==> config.mk <==
export PLATFORM = sky130hd
export DESIGN_NAME = axi_rd_burst_master
export DESIGN_NICKNAME = d
export VERILOG_FILES = /design/src/rtl/axi_rd_burst_master_pkg.sv /design/src/rtl/axi_rd_burst_master_len_fifo.sv /design/src/rtl/axi_rd_burst_master.sv
export SDC_FILE = /design/constraint.sdc
export NUM_CORES = 1
export LEC_CHECK = 0
export CORE_ASPECT_RATIO = 0.8
export CORE_MARGIN = 5
export CORE_UTILIZATION = 55
export DETAILED_ROUTE_END_ITERATION = 10
export PLACE_DENSITY = 0.88
export SYNTH_ARGS = -nofsm -noshare
export SYNTH_HDL_FRONTEND = slang
export SYNTH_HIERARCHICAL = 1
export SYNTH_SLANG_ARGS = --single-unit
==> constraint.sdc <==
create_clock -name clk -period 9.2 [get_ports clk]
set_input_delay 1.38 -clock clk [delete_from_list [all_inputs] [get_ports clk]]
set_output_delay 1.38 -clock clk [all_outputs]
set_load 0.05 [all_outputs]
==> src/rtl/axi_rd_burst_master_pkg.sv <==
`default_nettype none
// +----------------------------------------------------------------------------+
// | axi_rd_burst_master_pkg                                                    |
// | Shared AXI encodings, FSM state codes and helpers for the read master.     |
// | Revision: 1.0                                                              |
// +----------------------------------------------------------------------------+
package axi_rd_burst_master_pkg;

    localparam logic [1:0] AXI_BURST_INCR = 2'b01;
    localparam logic [1:0] AXI_RESP_OKAY  = 2'b00;
    localparam logic [1:0] AXI_RESP_SLVERR = 2'b10;
    localparam logic [1:0] AXI_RESP_DECERR = 2'b11;

    localparam logic [1:0] ST_IDLE  = 2'd0;
    localparam logic [1:0] ST_ISSUE = 2'd1;
    localparam logic [1:0] ST_DRAIN = 2'd2;
    localparam logic [1:0] ST_DONE  = 2'd3;

    function automatic int clog2_f(input int value);
        int r;
        r = 0;
        while ((1 << r) < value) r++;
        return r;
    endfunction

endpackage
`default_nettype wire

==> src/rtl/axi_rd_burst_master_len_fifo.sv <==
`default_nettype none
// +----------------------------------------------------------------------------+
// | axi_rd_len_fifo                                                            |
// | Small FIFO of per-burst beat counts (arlen) for bursts in flight.          |
// | Revision: 1.0                                                              |
// +----------------------------------------------------------------------------+
module axi_rd_len_fifo #(
    parameter int DEPTH = 2,
    parameter int WIDTH = 8
) (
    input  logic             clk,
    input  logic             rst,
    input  logic             push_i,
    input  logic [WIDTH-1:0] data_i,
    input  logic             pop_i,
    output logic [WIDTH-1:0] data_o
);

    localparam int PW = (DEPTH > 1) ? $clog2(DEPTH) : 1;

    logic [WIDTH-1:0] mem_q [DEPTH];
    logic [PW-1:0]    wr_ptr_q;
    logic [PW-1:0]    rd_ptr_q;

    function automatic logic [PW-1:0] next_ptr(input logic [PW-1:0] p);
        return (p == PW'(DEPTH - 1)) ? '0 : p + PW'(1);
    endfunction

    always_ff @(posedge clk or posedge rst) begin
        if (rst) begin
            wr_ptr_q <= '0;
            rd_ptr_q <= '0;
        end else begin
            if (push_i) wr_ptr_q <= next_ptr(wr_ptr_q);
            if (pop_i)  rd_ptr_q <= next_ptr(rd_ptr_q);
        end
    end

    always_ff @(posedge clk) begin
        if (push_i) mem_q[wr_ptr_q] <= data_i;
    end

    assign data_o = mem_q[rd_ptr_q];

endmodule
`default_nettype wire

==> src/rtl/axi_rd_burst_master.sv <==
`default_nettype none
// +----------------------------------------------------------------------------+
// | axi_rd_burst_master                                                        |
// | AXI4 read master: splits a user request into row-safe INCR bursts.         |
// | Revision: 1.0                                                              |
// +----------------------------------------------------------------------------+
module axi_rd_burst_master
    import axi_rd_burst_master_pkg::*;
#(
    parameter int         ADDR_WIDTH = 27,
    parameter int         DATA_WIDTH = 16,
    parameter int         COL_BITS   = 10,
    parameter int         MAX_BURST  = 16,
    parameter int         MAX_OUTSTD = 2,
    parameter int         LEN_WIDTH  = 16,
    parameter logic [3:0] AXI_ID     = 4'hF
) (
    input  logic                  clk,
    input  logic                  rst,
    input  logic                  init_end_i,
    input  logic                  rd_trig_i,
    input  logic [ADDR_WIDTH-1:0] rd_addr_i,
    input  logic [LEN_WIDTH-1:0]  rd_len_i,
    output logic                  rd_ready_o,
    output logic [DATA_WIDTH-1:0] rd_data_o,
    output logic                  rd_data_en_o,
    input  logic                  rd_data_ready_i,
    output logic                  rd_done_o,
    output logic                  rd_err_o,
    output logic [3:0]            axi_arid_o,
    output logic [ADDR_WIDTH-1:0] axi_araddr_o,
    output logic [7:0]            axi_arlen_o,
    output logic [2:0]            axi_arsize_o,
    output logic [1:0]            axi_arburst_o,
    output logic                  axi_arvalid_o,
    input  logic                  axi_arready_i,
    input  logic [DATA_WIDTH-1:0] axi_rdata_i,
    input  logic [1:0]            axi_rresp_i,
    input  logic                  axi_rlast_i,
    input  logic                  axi_rvalid_i,
    output logic                  axi_rready_o
);

    localparam int BYTES     = DATA_WIDTH / 8;
    localparam int SZ        = clog2_f(BYTES);
    localparam int OW        = $clog2(MAX_OUTSTD + 1);
    localparam int ROW_BEATS = 1 << COL_BITS;

    logic [1:0]            state_q, state_d;
    logic [ADDR_WIDTH-1:0] ar_addr_q, ar_addr_d;
    logic [LEN_WIDTH-1:0]  ar_remain_q, ar_remain_d;
    logic [LEN_WIDTH-1:0]  rd_remain_q, rd_remain_d;
    logic [OW-1:0]         outstd_q, outstd_d;
    logic [7:0]            beat_cnt_q, beat_cnt_d;
    logic                  err_q, err_d;
    logic                  arvalid_q, arvalid_d;
    logic [ADDR_WIDTH-1:0] araddr_q, araddr_d;
    logic [7:0]            arlen_q, arlen_d;

    logic [31:0] w_row_left;
    logic [31:0] w_burst;
    logic        w_ar_hs;
    logic        w_beat;
    logic        w_last;
    logic        w_pop;
    logic        w_accept;
    logic        w_rready;
    logic [7:0]  w_head_len;

    // Beats left before the DDR2 row boundary caps the burst alongside MAX_BURST.
    always_comb begin
        w_row_left = 32'(ROW_BEATS) - 32'(ar_addr_q[SZ +: COL_BITS]);
        w_burst    = 32'(ar_remain_q);
        if (w_burst > 32'(MAX_BURST)) w_burst = 32'(MAX_BURST);
        if (w_burst > w_row_left)     w_burst = w_row_left;
    end

    assign w_ar_hs  = arvalid_q & axi_arready_i;
    assign w_beat   = axi_rvalid_i & w_rready;
    assign w_last   = (beat_cnt_q == w_head_len);
    assign w_pop    = w_beat & w_last;
    assign w_accept = rd_ready_o & rd_trig_i;

    axi_rd_len_fifo #(
        .DEPTH (MAX_OUTSTD),
        .WIDTH (8)
    ) u_len_fifo (
        .clk    (clk),
        .rst    (rst),
        .push_i (w_ar_hs),
        .data_i (arlen_q),
        .pop_i  (w_pop),
        .data_o (w_head_len)
    );

    always_comb begin
        ar_addr_d   = ar_addr_q;
        ar_remain_d = ar_remain_q;
        rd_remain_d = rd_remain_q;
        outstd_d    = outstd_q;
        beat_cnt_d  = beat_cnt_q;
        err_d       = err_q;
        arvalid_d   = arvalid_q;
        araddr_d    = araddr_q;
        arlen_d     = arlen_q;

        if (w_accept) begin
            ar_addr_d   = rd_addr_i & ~ADDR_WIDTH'(BYTES - 1);
            ar_remain_d = rd_len_i;
            rd_remain_d = rd_len_i;
            beat_cnt_d  = '0;
            err_d       = 1'b0;
        end

        if (state_q == ST_ISSUE) begin
            if (w_ar_hs) begin
                arvalid_d   = 1'b0;
                ar_addr_d   = ar_addr_q + ADDR_WIDTH'(w_burst << SZ);
                ar_remain_d = ar_remain_q - LEN_WIDTH'(w_burst);
            end else if (!arvalid_q && ar_remain_q != '0 && outstd_q < OW'(MAX_OUTSTD)) begin
                arvalid_d = 1'b1;
                araddr_d  = ar_addr_q;
                arlen_d   = 8'(w_burst - 32'd1);
            end
        end

        case ({w_ar_hs, w_pop})
            2'b10:   outstd_d = outstd_q + OW'(1);
            2'b01:   outstd_d = outstd_q - OW'(1);
            default: outstd_d = outstd_q;
        endcase

        if (w_beat) begin
            rd_remain_d = rd_remain_q - LEN_WIDTH'(1);
            beat_cnt_d  = w_last ? '0 : beat_cnt_q + 8'd1;
            if ((axi_rlast_i != w_last) || (axi_rresp_i == AXI_RESP_SLVERR) ||
                (axi_rresp_i == AXI_RESP_DECERR)) begin
                err_d = 1'b1;
            end
        end
    end

    always_ff @(posedge clk or posedge rst) begin
        if (rst) begin
            state_q <= ST_IDLE;
        end else begin
            state_q <= state_d;
        end
    end

    always_comb begin
        state_d = state_q;
        case (state_q)
            ST_IDLE:  if (w_accept) state_d = (rd_len_i != '0) ? ST_ISSUE : ST_DONE;
            ST_ISSUE: if (w_ar_hs && ar_remain_d == '0) state_d = ST_DRAIN;
            ST_DRAIN: if (rd_remain_d == '0 && outstd_d == '0) state_d = ST_DONE;
            ST_DONE:  state_d = ST_IDLE;
            default:  state_d = ST_IDLE;
        endcase
    end

    always_comb begin
        rd_ready_o = 1'b0;
        rd_done_o  = 1'b0;
        rd_err_o   = 1'b0;
        w_rready   = 1'b0;
        case (state_q)
            ST_IDLE:            rd_ready_o = init_end_i;
            ST_ISSUE, ST_DRAIN: w_rready   = rd_data_ready_i & (outstd_q != '0);
            ST_DONE: begin
                rd_done_o = 1'b1;
                rd_err_o  = err_q;
            end
            default: ;
        endcase
    end

    always_ff @(posedge clk or posedge rst) begin
        if (rst) begin
            ar_addr_q   <= '0;
            ar_remain_q <= '0;
            rd_remain_q <= '0;
            outstd_q    <= '0;
            beat_cnt_q  <= '0;
            err_q       <= 1'b0;
            arvalid_q   <= 1'b0;
            araddr_q    <= '0;
            arlen_q     <= '0;
        end else begin
            ar_addr_q   <= ar_addr_d;
            ar_remain_q <= ar_remain_d;
            rd_remain_q <= rd_remain_d;
            outstd_q    <= outstd_d;
            beat_cnt_q  <= beat_cnt_d;
            err_q       <= err_d;
            arvalid_q   <= arvalid_d;
            araddr_q    <= araddr_d;
            arlen_q     <= arlen_d;
        end
    end

    assign axi_arid_o    = AXI_ID;
    assign axi_araddr_o  = araddr_q;
    assign axi_arlen_o   = arlen_q;
    assign axi_arsize_o  = 3'(SZ);
    assign axi_arburst_o = AXI_BURST_INCR;
    assign axi_arvalid_o = arvalid_q;
    assign axi_rready_o  = w_rready;
    assign rd_data_o     = axi_rdata_i;
    assign rd_data_en_o  = w_beat;

endmodule
`default_nettype wire

# Word-level counts from Yosys, hierarchy flattened
# Memories as Yosys holds them, arrays and structs flattened.
# Index checks and enable logic that the tools add are counted.
[totals]
output_inout_bits = 66
elab_cells = 96
memories = 1
input_bits = 69
ff_bits = 110
ram_bits = 16
[classes]
eq_ne = 12
bitwise = 6
reduce_logical = 20
order_cmp = 3
add_sub_neg = 10
n_mux = 32
[memory_table]
columns = ["name", "depth", "width", "rd", "rd_clocked_by_memory_dff", "write_ports", "line_no", "source"]
rows = [
  ["u_len_fifo.mem_q", 2, 8, 1, 0, 1, "axi_rd_burst_master_len_fifo.sv:21", "logic [WIDTH-1:0] mem_q [DEPTH];"],
]
[op_table]
columns = ["cell", "count"]
rows = [
  ["$mux W16", 6],
  ["$mux W27", 3],
  ["$gt A16 B32 Y1", 1],
  ["$logic_not A16 Y1", 2],
  ["$reduce_bool A16 Y1", 2],
  ["$add A27 B27 Y27", 1],
  ["$mux W26", 1],
  ["$mux W8", 3],
  ["$gt A16 B5 Y1 const B", 1],
  ["$sub A16 B1 Y16 const B", 1],
  ["$sub A16 B16 Y16", 1],
  ["$mux W1", 13],
  ["$sub A11 B10 Y12 const A", 1],
  ["$eq A2 B2 Y1 const B", 5],
  ["$add A8 B1 Y8 const B", 1],
  ["$eq A8 B8 Y1", 1],
  ["$mux W2", 4],
  ["$pmux W2 S4", 1],
  ["$sub A8 B1 Y8 const B", 1],
  ["$reduce_and A3 Y1", 2],
  ["$reduce_bool A2 Y1", 3],
  ["$and A1 B1 Y1", 5],
  ["$eq A2 B1 Y1 const B", 2],
  ["$logic_and A1 B1 Y1", 4],
  ["other kinds (14)", 18],
]

# Longest topological paths before layout
# Gate-level depths: netlist of run 1.
[logic_depth]
word_depth = 11
mapped_depth = 28
ltp_nobuf = 25

# Hierarchy
# Netlist of run 1, hierarchy kept.
[modules_own_cells]
columns = ["mod", "cells_each", "seq_area_each_um2", "n_inst", "area_per_inst_um2"]
rows = [
  ["axi_rd_burst_master", 971, 2702.6, 1, 8269.2],
  ["axi_rd_len_fifo", 32, 530.5, 1, 695.7],
]

# Least setup slack after synthesis of run 1
# Ideal clock, no wire load.
[synth_path]
kind = "register to register"
from = "reg ar_addr_q[3]"
to = "reg state_q[0]"
t_arrival_ps = 5570
setup_time_ps = 79
path_slack_ps = 3550
required_time_ps = 9121
path_stages_with_launch = 27
n_path_buf = 3
synth_period_minus_slack_ps = 5650
path_cell_list = "dfrtp_1 > buf_6 > or4_4 > buf_6 > nor4_4 > xnor2_1 > inv_1 > ha_1 > nand4_1 > nor4b_2 > or2_2 > clkbuf_8 > nor2_1 > nand2_1 > o21ai_0 > ha_1 > inv_1 > ha_1 > a31oi_1 > o211ai_1 > nor4b_1 > a311oi_1 > xnor2_1 > a211oi_1 > nand4b_1 > o32ai_2 > mux2i_1"
[synth_between]
elab_chain_len = 10
[synth_rtl]
columns = ["element", "line_no", "source"]
rows = [
  ["start, declared", "axi_rd_burst_master.sv:50", "logic [ADDR_WIDTH-1:0] ar_addr_q, ar_addr_d;"],
  ["start signal, assigned", "axi_rd_burst_master.sv:190", "ar_addr_q <= ar_addr_d;"],
  ["$sub A11 B10 Y12 (*)", "axi_rd_burst_master.sv:72", "w_row_left = 32'(ROW_BEATS) - 32'(ar_addr_q[SZ +: COL_BITS]);"],
  ["$gt A16 B32 Y1", "axi_rd_burst_master.sv:75", "if (w_burst > w_row_left) w_burst = w_row_left;"],
  ["$mux W26 (*)", "axi_rd_burst_master.sv:75", ""],
  ["$sub A16 B16 Y16 (*)", "axi_rd_burst_master.sv:119", "ar_remain_d = ar_remain_q - LEN_WIDTH'(w_burst);"],
  ["$mux W16 (*)", "axi_rd_burst_master.sv:116", "if (w_ar_hs) begin"],
  ["$mux W16 (*)", "axi_rd_burst_master.sv:115", "if (state_q == ST_ISSUE) begin"],
  ["$logic_not A16 Y1 (*)", "axi_rd_burst_master.sv:155", "ST_ISSUE: if (w_ar_hs && ar_remain_d == '0) state_d = ST_DRAIN;"],
  ["$logic_and A1 B1 Y1 (*)", "axi_rd_burst_master.sv:155", ""],
  ["$ne A2 B1 Y1 (no source line) (*)", "--", ""],
  ["$reduce_and A3 Y1 (no source line) (*)", "--", ""],
  ["end signal, assigned", "axi_rd_burst_master.sv:147", "state_q <= state_d;"],
  ["end, declared", "axi_rd_burst_master.sv:49", "logic [1:0] state_q, state_d;"],
]
# Mark *: on every way between the ends. The rest lies on a longest branch, timed or not.
# A chain may end at the register's enable or synchronous reset.

# Worst setup path in the final report of run 1
[layout_path]
from = "reg ar_addr_q[6]"
to = "reg state_q[0]"
# Same word-level chain as after synthesis.

==> out/summary.txt, run 1 <==
run status: completed
met2 Track Usage GR: 40.7%
number of placement rows: 41
deepest clock path buffer count: 2
drt first pass iters: 6
Root Buffer Master: clkbuf_16
Final Net Count: 1176
slowest cell on the critical path: o21ai_0
CTS tree: yes
final HPWL from detailed placement: 17.1 mm
sequential element share of the synthesized area: 36.1%
Post-CTS Hold Fix Bufs: 0
most used cells in the layout excluding fill and tap cells: 120 x nand2_1, 110 x dfrtp_1, 91 x clkdlybuf4s50_1, 75 x nor2_1, 69 x a21oi_1
FF-to-FF setup slack: 2.09 ns
pre-CTS setup slack: 2.29 ns
reported leakage power: 4.30 nW
width of the die: 153 um
Syn Std Cell Area: 8960 um^2
residual antenna-violating net count after detailed routing: 0
Hold Violations, Final: 0
crit path capture: state_q[0]
area inside the core boundary: 15900 um^2
clock power share: 18.1%
crit path from: ar_addr_q[6]
first-pass GRT wire length: 39.8 mm
Final WS setup: 2.09 ns
number of enable flip-flop cells after synthesis: 16
area added between synthesis and finish: 16.2%
CP dominant cell by count: ha_1
reg-to-reg critical path startpoint: ar_addr_q[6]
combinational share of power: 55.9%
multiplexer fraction of the synthesized cell area: 5.00%
violation count after the first detailed-routing iteration: 716
relative contribution of sequential cells to total power: 26.0%
detailed-route DRC error count: 0
data required time of the critical path: 9.56 ns
FF-to-FF path depth: 22
maximum fanout encountered on the critical timing path: 15
syn avg cell area: 8.94 um^2
total number of yosys warnings: 6
flip-flop and latch count after synthesis: 126
final setup violation count: 0
share of async-settable or async-resettable flops after synthesis: 87.3%
setup clock skew after layout: 0.0112 ns
number of different library cells in the post-synthesis netlist: 90
maximum number of pins on one net before global-route repair: 69
vias in the first global route: 7864
global-route layer with the greatest usage: met2
maximum frequency from static timing analysis: 141 MHz
xor/xnor cell area share of the yosys netlist: 5.64%
Max VDD drop: 0.258 mV
total die area: 19000 um^2
via count: 8076
post-synthesis cell count: 1003
RSZ-0062 raised after global routing: no
met1 capacity usage during global routing: 34.8%
Max-Cap Viols: 0
layout cell share with drive strength beyond 1: 9.44%
average detailed-routed wire length per instance: 18.6 um
classification of the worst-slack hold path: reg -> reg
Least-Margin Pin Slew: 0.967 ns
Worst Setup Path Type: reg -> reg
part of the cycle the worst path needs: 77.3%
startpoint type of the worst setup path: register
total routed wirelength: 24.1 mm
clock slew at the register clock pins of the worst setup and hold paths: 0.06 ns
hold_ws: 0.462 ns
type of destination of the critical path: register
global-route total usage across every layer: 26.0%
TNS Setup: 0 ns
internal power contribution: 2.21 mW
NetSw: 2.00 mW
Crit path largest cell delay: 0.63 ns
Die H: 124 um
RePlAce Congestion: 0.902
max-slew violation count: 0
antenna diode count: 0
total congestion overflow: 0
list of cells traversed by the critical path: nor4_2, nand3b_1, nand2b_1, or3_1, ha_1, and3_1, a211oi_1, or2_2, nor2_1, o21ai_0, ha_1, inv_1, ha_1, a31oi_1, o211ai_1, nor4b_1, a311oi_1, xnor2_1, a211oi_1, nand4b_1, o32ai_2, mux2i_1
met3 Track Usage GR: 7.54%
Critical R2R Capture: state_q[0]
I/O pin count: 135
switching share of power: 47.5%
WP data arrival: 7.47 ns
Final min period: 7.11 ns
Setup Buffers After CTS: 0
main combinational cell family by area after synthesis: compound AO/OA/AOI/OAI gates
PostCTS Resize Cnt: 0
latest clock arrival within the worst-skew pair: 0.44 ns
power density relative to cell area: 403 nW/um^2
most common cell after layout, fill and taps aside: nand2_1
Initial Utilization: 56.4%
total of buffers placed on input and output ports: 91
number of clock buffers inserted by TritonCTS: 17
Top FF cell, synth: dfrtp_1
synthesized-area fraction occupied by ao, oa, aoi and oai cells: 20.6%
simple-gate area share of the yosys netlist: 19.1%
post-synthesis adder-cell area fraction: 6.14%
H-tree lvl count: 4
clk sinks: 126
per-cell via count in the routed design: 6.24
Slew headroom: 35.2%
initial antenna violation count: 0
## registers in the layout, summed over array words and instances (netlist names)
signal / cells
state_q: 2
err_q: 1
outstd_q: 2
axi_araddr_o: 27
rd_remain_q: 16
ar_addr_q: 27
ar_remain_q: 16
beat_cnt_q: 8
axi_arlen_o: 8
axi_arvalid_o: 1
u_len_fifo/rd_ptr_q: 1
u_len_fifo/mem_q: 16
u_len_fifo/wr_ptr_q: 1
## worst max-delay path, delay by kind of cell (launching register included)
| kind | cells | cell delay (ns) |
|---|---|---|
| buffers and inverters | 1 | 0.06 |
| xor gates and xnor gates | 1 | 0.14 |
| DFF | 1 | 0.58 |
| and+or+nand+nor | 9 | 2.56 |
| muxes | 1 | 0.23 |
| AOI/OAI and AO/OA | 7 | 2.65 |
| adders and majority gates | 3 | 0.79 |
## power groups by stage
stage	registers (mW)	logic (mW)	clock network, mW
after floorplan	1.21	1.63	0
after global placement	1.07	2.23	0
after detailed placement	1.09	2.29	0
after CTS	1.08	2.32	0.763
after global routing	1.13	2.56	0.794
final	1.09	2.35	0.761
## worst min-delay path by stage
stage | startpoint | end | slack [ns] | depth (start not counted)
floorplan | err_q | err_q | 0.43 | 2
global placement | err_q | err_q | 0.44 | 2
detailed placement | err_q | err_q | 0.46 | 2
CTS | err_q | err_q | 0.47 | 2
global route | err_q | err_q | 0.48 | 2
finish | err_q | err_q | 0.46 | 2
## per-stage QoR
stage               cells  power [mW]  utilization [%]  area (um^2)
finish               1295        4.20             65.5        10400
global placement     1263        3.31             61.4         9760
floorplan            1025        2.85                -         9050
CTS                  1295        4.17             65.5        10400
global route         1295        4.49             65.5        10400
detailed placement   1263        3.38             61.4         9760
## cell families (layout without fill, tap and decap cells)
group / Yosys count / in the layout
adders and majority gates: 45 / 45
other: 2 / 24
AOI/OAI and AO/OA: 276 / 276
and+or+nand+nor: 347 / 347
muxes: 38 / 38
DFF: 126 / 126
buffers and inverters: 113 / 168
xor gates and xnor gates: 56 / 56
## layer usage
metal  wire length [um]  part of all wire, %
met5                  0                    0
met4                561                  2.3
met3               2390                  9.9
met2              10800                   45
met1              10300                   43
## synthesized netlist by cell type (7+ instances only)
cell type | number | share of area, %
a211oi_1 | 21 | 1.8
a21o_1 | 9 | 0.75
a21oi_1 | 69 | 3.9
a31oi_1 | 13 | 0.91
and2_1 | 11 | 0.77
and3_1 | 14 | 0.98
buf_4 | 26 | 2.2
buf_6 | 7 | 0.88
clkbuf_1 | 28 | 1.2
clkbuf_8 | 8 | 1.2
dfrtp_1 | 110 | 31
edfxtp_1 | 16 | 5.4
ha_1 | 40 | 5.6
inv_1 | 37 | 1.5
mux2_2 | 22 | 2.8
mux2_4 | 8 | 1.3
mux2i_1 | 8 | 0.89
nand2_1 | 120 | 5.0
nand3_1 | 33 | 1.8
nor2_1 | 75 | 3.1
nor3_1 | 22 | 1.2
nor4_1 | 20 | 1.4
o211ai_1 | 12 | 1.0
o21a_1 | 8 | 0.67
o21ai_0 | 63 | 3.5
xnor2_1 | 34 | 3.3
xor2_1 | 21 | 2.1
## layout make-up
class,count,area [um^2]
Fill cell,1274,5480
Multi-Input combinational cell,786,5150
Sequential cell,126,3230
Timing Repair Buffer,97,956
Clock buffer,17,425
Tap cell,215,269
Clock inverter,15,234
Inverter,39,149
(Power assumes the default switching activity.)
==> inputs of run 2 (changes only) <==
Clock period 9.2 ns to 7.3 ns, I/O delays scaled along.
==> out/summary.txt, run 2 (same netlist as run 1, synthesis figures left out) <==
total die area: 19000 um^2 (unchanged)
Setup Buffers After CTS: 0 (unchanged)
via count: 8032 (-0.54%)
internal power contribution: 2.64 mW (+20%)
width of the die: 153 um (unchanged)
Least-Margin Pin Slew: 0.979 ns (+0.0122 ns)
detailed-route DRC error count: 0 (unchanged)
reported leakage power: 4.29 nW (about the same)
Initial Utilization: 56.4% (unchanged)
FF-to-FF setup slack: 0.54 ns (-1.55 ns)
global-route total usage across every layer: 25.3% (-0.72 points)
Final Net Count: 1181 (+0.43%)
number of clock buffers inserted by TritonCTS: 17 (unchanged)
run status: completed
crit path capture: state_q[0]
multi-input gate area in the final layout: 5150 um^2 (unchanged)
setup clock skew after layout: 0.00804 ns (-0.00320 ns)
per-cell via count in the routed design: 6.18 (-0.93%)
deepest clock path buffer count: 2 (unchanged)
number of cells in the finished layout apart from fillers: 1300 (+0.39%)
Critical R2R Capture: state_q[0]
type of destination of the critical path: register
most common cell after layout, fill and taps aside: nand2_1
Max VDD drop: 0.323 mV (+25%)
Die H: 124 um (unchanged)
number of placement rows: 41 (unchanged)
hold_ws: 0.479 ns (+0.0163 ns)
Post-CTS Hold Fix Bufs: 0 (unchanged)
average detailed-routed wire length per instance: 18.3 um (-1.5%)
Final WS setup: 0.543 ns (-1.55 ns)
area inside the core boundary: 15900 um^2 (unchanged)
total congestion overflow: 0 (unchanged)
Worst Setup Path Type: reg -> reg
Inst Count DP: 1268 (+0.40%)
violation count after the first detailed-routing iteration: 772 (+7.8%)
pre-CTS setup slack: 0.706 ns (-1.58 ns)
power density relative to cell area: 499 nW/um^2 (+24%)
layout cell share with drive strength beyond 1: 9.95% (+0.51 points)
initial antenna violation count: 0 (unchanged)
WP data arrival: 7.09 ns (-0.38 ns)
Slew headroom: 34.7% (-0.53 points)
first-pass GRT wire length: 39.0 mm (-2.0%)
Root Buffer Master: clkbuf_16
Final min period: 6.76 ns (-0.352 ns)
clk sinks: 126 (unchanged)
max-slew violation count: 0 (unchanged)
final setup violation count: 0 (unchanged)
relative contribution of sequential cells to total power: 26.1% (about the same)
switching share of power: 49.0% (+1.5 points)
startpoint type of the worst setup path: register
final HPWL from detailed placement: 16.8 mm (-1.6%)
clock power share: 16.3% (-1.8 points)
most used cells in the layout excluding fill and tap cells: 120 x nand2_1, 110 x dfrtp_1, 91 x clkdlybuf4s50_1, 75 x nor2_1, 69 x a21oi_1
classification of the worst-slack hold path: reg -> reg
data required time of the critical path: 7.64 ns (-1.92 ns)
maximum number of pins on one net before global-route repair: 78 (+13%)
latest clock arrival within the worst-skew pair: 0.43 ns (about the same)
residual antenna-violating net count after detailed routing: 0 (unchanged)
vias in the first global route: 7794 (-0.89%)
RePlAce Congestion: 0.913 (+1.3%)
CTS tree: yes
reg-to-reg critical path startpoint: ar_addr_q[3]
I/O pin count: 135 (unchanged)
NetSw: 2.54 mW (+27%)
RSZ-0062 raised after global routing: no
drt first pass iters: 5 (-1)
FF-to-FF path depth: 22 (unchanged)
crit path from: ar_addr_q[3]
clock slew at the register clock pins of the worst setup and hold paths: 0.07 ns (about the same)
area added between synthesis and finish: 15.9%
combinational share of power: 57.6% (+1.7 points)
antenna diode count: 0 (unchanged)
filler instances: 1278 (+0.31%)
total routed wirelength: 23.8 mm (-1.1%)
Register Area: 3230 um^2 (unchanged)
TNS Setup: 0 ns (unchanged)
Max-Cap Viols: 0 (unchanged)
maximum frequency from static timing analysis: 148 MHz (+5.2%)
maximum fanout encountered on the critical timing path: 12 (-3)
H-tree lvl count: 4 (unchanged)
PostCTS Resize Cnt: 0 (unchanged)
part of the cycle the worst path needs: 92.6% (+15 points)
total of buffers placed on input and output ports: 91 (unchanged)
Hold Violations, Final: 0 (unchanged)
-- run 2: cell count changes in the layout (fill, tap and decap cells not counted) --
cell	before	now
clkinvlp_4	1	0
clkinv_1	1	0
clkinv_8	0	3
buf_4	6	11
bufinv_16	5	0
inv_8	1	5
inv_6	3	5
clkinv_4	4	2
-- run 2: power groups by stage --
stage	clock network (mW)	registers (mW)	logic (mW)
final	0.845	1.35	2.98
after global routing	0.888	1.40	3.24
after CTS	0.855	1.34	2.95
after detailed placement	0	1.35	2.91
after global placement	0	1.33	2.85
after floorplan	0	1.53	2.06
-- run 2: critical path: stages, from the launching register on --
cell	delay [ns]
dfrtp_1	0.49
or4_4	0.61
nor4_4	0.33
xnor2_1	0.28
inv_1	0.16
ha_1	0.36
nand4_1	0.16
nor4b_2	0.10
or2_2	0.41
nor2_1	0.64
o21ai_0	0.21
buf_4	0.20
ha_1	0.19
a31oi_1	0.13
a21oi_1	0.10
a211oi_1	0.55
nor2_1	0.14
maj3_1	0.37
o21bai_1	0.15
xor2_1	0.12
a21o_1	0.23
o32ai_2	0.43
mux2i_1	0.30
-- run 2: layout make-up --
type / instances / share of cell area [%]
sequential: 126 / 31.1
clock inverter: 15 / 1.60
timing repair buffer: 102 / 9.56
inverter: 39 / 1.43
clock buffer: 17 / 4.09
tap: 215 / 2.59
multi-input combinational: 786 / 49.6
-- run 2: metrics by stage --
stage | area, um^2 | total power [mW] | util [%]
2_1_floorplan | 9050 | 3.59 | -
5_1_grt | 10400 | 5.53 | 65.3
6_report | 10400 | 5.18 | 65.3
3_3_place_gp | 9800 | 4.18 | 61.6
3_5_place_dp | 9800 | 4.26 | 61.6
4_1_cts | 10400 | 5.15 | 65.3
-- run 2: worst min path at each step --
stage | from | to | cells past startpoint
after floorplan | err_q | err_q | 2
after global placement | err_q | err_q | 2
after detailed placement | axi_araddr_o[1] | axi_araddr_o[1] | 2
after CTS | axi_araddr_o[1] | axi_araddr_o[1] | 2
after global routing | err_q | err_q | 2
final | axi_araddr_o[1] | axi_araddr_o[1] | 2
-- run 2: metal layers --
| metal | share of wire [%] | track usage, % | routed length, um | vias to the layer above |
|---|---|---|---|---|
| li1 | - | - | - | 3762 |
| met1 | 43 | 33.7 | 10300 | 3794 |
| met2 | 45 | 40.4 | 10700 | 419 |
| met3 | 9.5 | 6.63 | 2270 | 57 |
| met4 | 2.3 | 9.02 | 539 | 0 |
| met5 | 0 | 0 | 0 | - |
